[src/rtl/svmrow_sched.sv]
// Frame sequencer for svmrow_mem: gates one window-row set of pixels into the accumulator,
// steps the coefficient ROM address, then runs the bypass/drain phase and counts result beats.
module svmrow_sched #(
    parameter int unsigned BLOCKSIZE  = 8,
    parameter int unsigned WPI        = 8,
    parameter int unsigned WINCOLS    = 8,
    parameter int unsigned WINROWS    = 16,
    parameter int unsigned DRAIN_TIME = WPI * WINCOLS + 15,
    localparam int unsigned NPIX      = BLOCKSIZE * WPI * WINCOLS * WINROWS,
    localparam int unsigned NCOEF     = BLOCKSIZE * WINCOLS * WINROWS,
    localparam int unsigned NRES      = WPI * WINCOLS,
    localparam int unsigned WCW       = $clog2(WPI),
    localparam int unsigned CAW       = $clog2(NCOEF),
    localparam int unsigned RIW       = $clog2(NRES) + 1
) (
    input  logic           clk,
    input  logic           reset_n,
    input  logic           start,
    input  logic           continuous,
    input  logic           abort,
    input  logic           dvi_in,
    output logic           in_ready,
    output logic           svm_dvi,
    input  logic [WCW-1:0] wincount,
    output logic [CAW-1:0] coeff_addr,
    output logic           svm_bypass,
    input  logic           svm_dvo,
    output logic [RIW-1:0] res_idx,
    output logic           busy,
    output logic           frame_done,
    output logic           res_err,
    output logic           drop_err
);

    localparam int unsigned PCW = $clog2(NPIX);
    localparam int unsigned DCW = $clog2(DRAIN_TIME);

    localparam logic [PCW-1:0] PIX_LAST   = PCW'(NPIX - 1);
    localparam logic [CAW-1:0] COEF_LAST  = CAW'(NCOEF - 1);
    localparam logic [DCW-1:0] DRAIN_LAST = DCW'(DRAIN_TIME - 1);
    localparam logic [RIW-1:0] RES_FULL   = RIW'(NRES);

    typedef enum logic [1:0] {StIdle, StLoad, StDrain, StDone} state_t;

    state_t         state_q;
    logic [PCW-1:0] pix_cnt;
    logic [DCW-1:0] drain_cnt;
    logic           drop_seen;

    assign in_ready   = (state_q == StLoad);
    assign svm_dvi    = dvi_in & in_ready;
    assign busy       = (state_q != StIdle);
    assign frame_done = (state_q == StDone);

    // Pixels offered after the frame is complete are lost; IDLE is exempt.
    assign drop_seen  = dvi_in && (state_q == StDrain || state_q == StDone);

    always_ff @(posedge clk or negedge reset_n) begin
        if (!reset_n) begin
            state_q    <= StIdle;
            pix_cnt    <= '0;
            coeff_addr <= '0;
            drain_cnt  <= '0;
            res_idx    <= '0;
            svm_bypass <= 1'b0;
            res_err    <= 1'b0;
            drop_err   <= 1'b0;
        end else begin
            if (drop_seen) begin
                drop_err <= 1'b1;
            end
            if (abort) begin
                state_q    <= StIdle;
                pix_cnt    <= '0;
                coeff_addr <= '0;
                drain_cnt  <= '0;
                res_idx    <= '0;
                svm_bypass <= 1'b0;
            end else begin
                // Later assignments in the case below override this when counters clear.
                if (state_q != StIdle && svm_dvo && res_idx != RES_FULL) begin
                    res_idx <= res_idx + 1'b1;
                end
                unique case (state_q)
                    StIdle: begin
                        if (start) begin
                            state_q    <= StLoad;
                            pix_cnt    <= '0;
                            coeff_addr <= '0;
                            drain_cnt  <= '0;
                            res_idx    <= '0;
                            res_err    <= 1'b0;
                            drop_err   <= 1'b0;
                        end
                    end
                    StLoad: begin
                        if (svm_dvi) begin
                            pix_cnt <= pix_cnt + 1'b1;
                            if (wincount == '0) begin
                                coeff_addr <= (coeff_addr == COEF_LAST) ? '0
                                                                        : coeff_addr + 1'b1;
                            end
                            if (pix_cnt == PIX_LAST) begin
                                state_q    <= StDrain;
                                svm_bypass <= 1'b1;
                            end
                        end
                    end
                    StDrain: begin
                        if (drain_cnt == DRAIN_LAST) begin
                            state_q    <= StDone;
                            svm_bypass <= 1'b0;
                        end else begin
                            drain_cnt <= drain_cnt + 1'b1;
                        end
                    end
                    StDone: begin
                        if (res_idx != RES_FULL) begin
                            res_err <= 1'b1;
                        end
                        if (continuous) begin
                            state_q    <= StLoad;
                            pix_cnt    <= '0;
                            coeff_addr <= '0;
                            drain_cnt  <= '0;
                            res_idx    <= '0;
                        end else begin
                            state_q <= StIdle;
                        end
                    end
                endcase
            end
        end
    end

endmodule

[config.mk]
export PLATFORM = sky130hd
export DESIGN_NAME = svmrow_sched
export DESIGN_NICKNAME = d
export VERILOG_FILES = /design/src/rtl/svmrow_sched.sv
export SDC_FILE = /design/constraint.sdc
export NUM_CORES = 1
export LEC_CHECK = 0
export CAP_MARGIN = 20
export CELL_PAD_IN_SITES_DETAIL_PLACEMENT = 1
export CELL_PAD_IN_SITES_GLOBAL_PLACEMENT = 1
export CORE_MARGIN = 5
export CORE_UTILIZATION = 28
export CTS_CLUSTER_SIZE = 10
export DETAILED_ROUTE_END_ITERATION = 6
export PLACE_DENSITY = 0.56
export SLEW_MARGIN = 0
export SYNTH_ARGS = -nofsm -noshare
export SYNTH_HDL_FRONTEND = slang
export SYNTH_SLANG_ARGS = --single-unit
[constraint.sdc]
create_clock -name clk -period 3.1 [get_ports clk]
set_input_delay 0.62 -clock clk [delete_from_list [all_inputs] [get_ports clk]]
set_output_delay 0.62 -clock clk [all_outputs]
set_load 0.02 [all_outputs]
==> results.md <==
* Number of synthesized register bits at between 40 and 50
* Maximum number of pins on one net before global-route repair at 43
* Top cell by count, worst path: sky130_fd_sc_hd__clkdlybuf4s50_1
* Count of flip-flops with a built-in enable after synthesis at 0
* Element type at the critical path start: input port
* Clock insertion delay at the later pin of the skew report at slightly below 0.3 ns
* Clock Path Buffers at 2
* Fraction of final layout cells with drive strength greater than 1 at 0.07862
* Core outline area at ~9200 µm²
* Worst hold-check slack at 0.3095 ns
* Max Slew Vio Count at 0
* Slew @ Worst Pin at about 0.60 ns
* Post-synth cell types at 55
* Gate count after technology mapping at between 200 and 300
* NumNets Final at ~340
* Post-CTS resize count at 0
* Post-synthesis cell area at 2629 µm²
* Via count of the first global-routing pass at approximately 2.4k
* Largest fanout on the critical path at 4
* Root buffer cell: sky130_fd_sc_hd__clkbuf_8
* GRT Overall Usage at 0.1328
* Setup slack after placement at roughly 0.42 ns
* Detailed-router iteration count before antenna repair at 4
* Detailed-route via count at about 2.3k
* Crit path required time at between 2 and 2.5 ns
* Rel. slew slack at 0.6003
* Worst reg2reg endpoint: pix_cnt[9]$_DFFE_PN0P_
* Register area share after synthesis at 0.3998
* Total Neg Setup Slack at 0 ns
* Proportion of power drawn by flip-flops and latches at 0.389
* Clock Pin Slew Worst Setup and Hold Paths at roughly 0.090 ns
* Number of violations reported at the end of detailed-routing iteration 0 at 63
* Wire length of the first global-routing pass at 12.40 mm
* Internal Dissipation at roughly 0.97 mW
* Number of ports placed on the die boundary at 34
* Final WS setup at between 0.4 and 0.5 ns
* Total of hold buffers inserted after clock tree synthesis at 0
* Placer congestion estimate at ~0.75
* CP max stage cell: sky130_fd_sc_hd__clkdlybuf4s50_1
* Average routed wire per standard cell at between 15 and 20 µm
* Portion of the clock cycle consumed by the worst path in the final layout at 0.8623
* Worst-case vdd ir drop at about 230 µV
* Antenna violations before repair at 0
* Final worst path period need at between 2 and 3 ns
* Starting density of the core at 0.2859
* Warnings, synthesis at 0
* CTS tree: yes
* Critical-path cell list: clkdlybuf4s50_1, and2_1, clkdlybuf4s50_1
* Number of cell rows at 35
* Switching share of total power at 0.3723
* Horizontal extent of the die at 106.9 µm
* Reported leakage power at 1.307 nW
* Power density normalized to cell area at between 400 and 500 nW/µm²
* Post-Synthesis Net Count at between 300 and 400
* Worst setup path class: in -> out
* Psw at between 0.5 and 0.6 mW
* Worst flop-to-flop path startpoint: state_q[0]$_DFFE_PN0P_
* Highest achievable clock rate at 374.1 MHz
* Run status: complete, no violations
* Port Buffer Count at 33
* Number of setup violations in the final report at 0
* Setup Fix Bufs, Post-CTS at 0
* Utilization after layout at 0.3472
* Count of max-cap constraint violations at 0
* HPWL after detailed placement at around 5.3 mm
* Die area at 11430 µm²
* Synthesized area divided by synthesized cell count at about 9.3 µm²
* Clock net sink count at 42
* Unrepaired setup endpoints after global routing: no
* Post-synthesis to final-layout area growth at 21.47%
* H-tree levels at 2
* Final-report hold violation count at 0
* Height of the die at 106.9 µm
* Post-synthesis cell type with the largest combined area: sky130_fd_sc_hd__dfrtp_1
* Vias per cell at between 5 and 6
* Synth top area share at 0.3998
* Combinational share of power at 0.365
* Antenna-violating nets left at 0
* Relative contribution of the clock network to total power at 0.245
* Worst min-delay path class: in -> async
* CP endpoint kind: output pin
* Critical path data arrival time at between 2 and 2.5 ns
* Async set or reset register ratio after synthesis at 1.000
* Ranking of synthesized cells by area: sky130_fd_sc_hd__dfrtp_1 40%, sky130_fd_sc_hd__ha_1 5.2%, sky130_fd_sc_hd__mux2i_1 3.4%
* TritonCTS Buffers at 5
* GRT overflow at 0
* Reg2reg setup slack at approximately 0.94 ns
* Leading cell type by number of instances after synthesis: sky130_fd_sc_hd__dfrtp_1
* Register-to-Register Path Depth at 7
* Largest stage delay, worst path at between 0.6 and 0.7 ns
* Cell types with the highest counts after synthesis: 42 x sky130_fd_sc_hd__dfrtp_1, 18 x sky130_fd_sc_hd__nand3_1, 18 x sky130_fd_sc_hd__nor2_1
* Final antenna diode count at 0
* Post-synth top flop: sky130_fd_sc_hd__dfrtp_1
* DRC at 0
* Worst Clk Skew at roughly 0.010 ns
* Wire length reported by the detailed router at 7.350 mm
-- final cells by class --
cell class / count / area (µm²)
fillers: 1064 / 6003
multi-input cells: 216 / 1476
clock inverters: 1 / 5.005
well taps: 111 / 138.9
flip-flops and latches: 42 / 1051
repair buffers: 38 / 382.9
clock buffers: 7 / 86.33
inverters: 14 / 52.55
-- registers in the layout, summed over array words and instances (netlist names) --
| register | count |
|---|---|
| coeff_addr | 10 |
| drain_cnt | 7 |
| drop_err | 1 |
| pix_cnt | 13 |
| res_err | 1 |
| res_idx | 7 |
| state_q | 2 |
| svm_bypass | 1 |
-- cell families after synthesis --
kind of cell | synth area share
compound gates | 0.2051
xor+xnor | 0.01999
fa+ha+maj | 0.05236
buf+inv | 0.03855
flops | 0.3998
mux | 0.03855
simple gates | 0.2456
-- critical path: cells and delay by family --
family / cells / cell delay, ns
buffers and inverters: 2 / 1.21
and+or+nand+nor: 1 / 0.22
-- through the flow --
stage	area (µm²)	power [mW]	std cells
after floorplan	2629	0.9676	282
after global placement	3074	1.172	420
after detailed placement	3074	1.177	420
after CTS	3166	1.569	428
after global routing	3193	1.655	429
final	3193	1.545	429
-- how the worst max path moves through the flow --
stage	slack, ns	start	cells after the start	endpoint
6_report	0.43	dvi_in	3	svm_dvi
3_5_place_dp	0.42	dvi_in	3	svm_dvi
4_1_cts	0.42	dvi_in	3	svm_dvi
3_3_place_gp	0.44	dvi_in	3	svm_dvi
2_1_floorplan	1.11	state_q[1]$_DFFE_PN0P_	6	coeff_addr[7]$_DFFE_PN0P_
5_1_grt	0.34	state_q[1]$_DFFE_PN0P_	4	svm_dvi
-- power by group through the flow --
stage	logic [mW]	clock network, mW	registers, mW
finish	0.564	0.379	0.601
global route	0.630	0.420	0.606
CTS	0.569	0.399	0.602
detailed placement	0.565	0	0.612
global placement	0.560	0	0.612
floorplan	0.349	0	0.619
-- per-layer routing --
layer / vias up / global-route usage / part of all wire
met5: - / 0 / 0
met4: 0 / 0.03014 / 0.0080
met3: 4 / 0.02408 / 0.021
met2: 25 / 0.2185 / 0.47
met1: 1170 / 0.1814 / 0.50
li1: 1135 / - / -
-- placed cells by master, fill, tap and decap left out, types with 2 or more instances in the layout --
master                            count
sky130_fd_sc_hd__mux2i_1              9
sky130_fd_sc_hd__xnor2_1              2
sky130_fd_sc_hd__a21oi_1             11
sky130_fd_sc_hd__nand4_1             13
sky130_fd_sc_hd__and3_1              10
sky130_fd_sc_hd__nand3b_1             2
sky130_fd_sc_hd__o21a_1               4
sky130_fd_sc_hd__xor2_1               4
sky130_fd_sc_hd__nand4bb_1            3
sky130_fd_sc_hd__o31ai_1              2
sky130_fd_sc_hd__a22oi_1              4
sky130_fd_sc_hd__nor2_1              18
sky130_fd_sc_hd__nor2b_1              4
sky130_fd_sc_hd__inv_1               13
sky130_fd_sc_hd__nand3_1             18
sky130_fd_sc_hd__o31a_1               2
sky130_fd_sc_hd__nand2b_1             4
sky130_fd_sc_hd__and4_1               3
sky130_fd_sc_hd__a221o_1              3
sky130_fd_sc_hd__ha_1                11
sky130_fd_sc_hd__buf_4                4
sky130_fd_sc_hd__o2bb2ai_1            3
sky130_fd_sc_hd__a31o_2               2
sky130_fd_sc_hd__nor3_1               3
sky130_fd_sc_hd__clkbuf_8             6
sky130_fd_sc_hd__dfrtp_1             42
sky130_fd_sc_hd__a31oi_1              8
sky130_fd_sc_hd__nand2_1             16
sky130_fd_sc_hd__and2_1               4
sky130_fd_sc_hd__clkdlybuf4s50_1     32
sky130_fd_sc_hd__or3_1                3
sky130_fd_sc_hd__a41oi_1              4
sky130_fd_sc_hd__o22ai_1              2
sky130_fd_sc_hd__o311a_1              3
sky130_fd_sc_hd__o21ai_0             13
sky130_fd_sc_hd__or2_2                2
sky130_fd_sc_hd__o211ai_1             9
(Power assumes the default switching activity.)
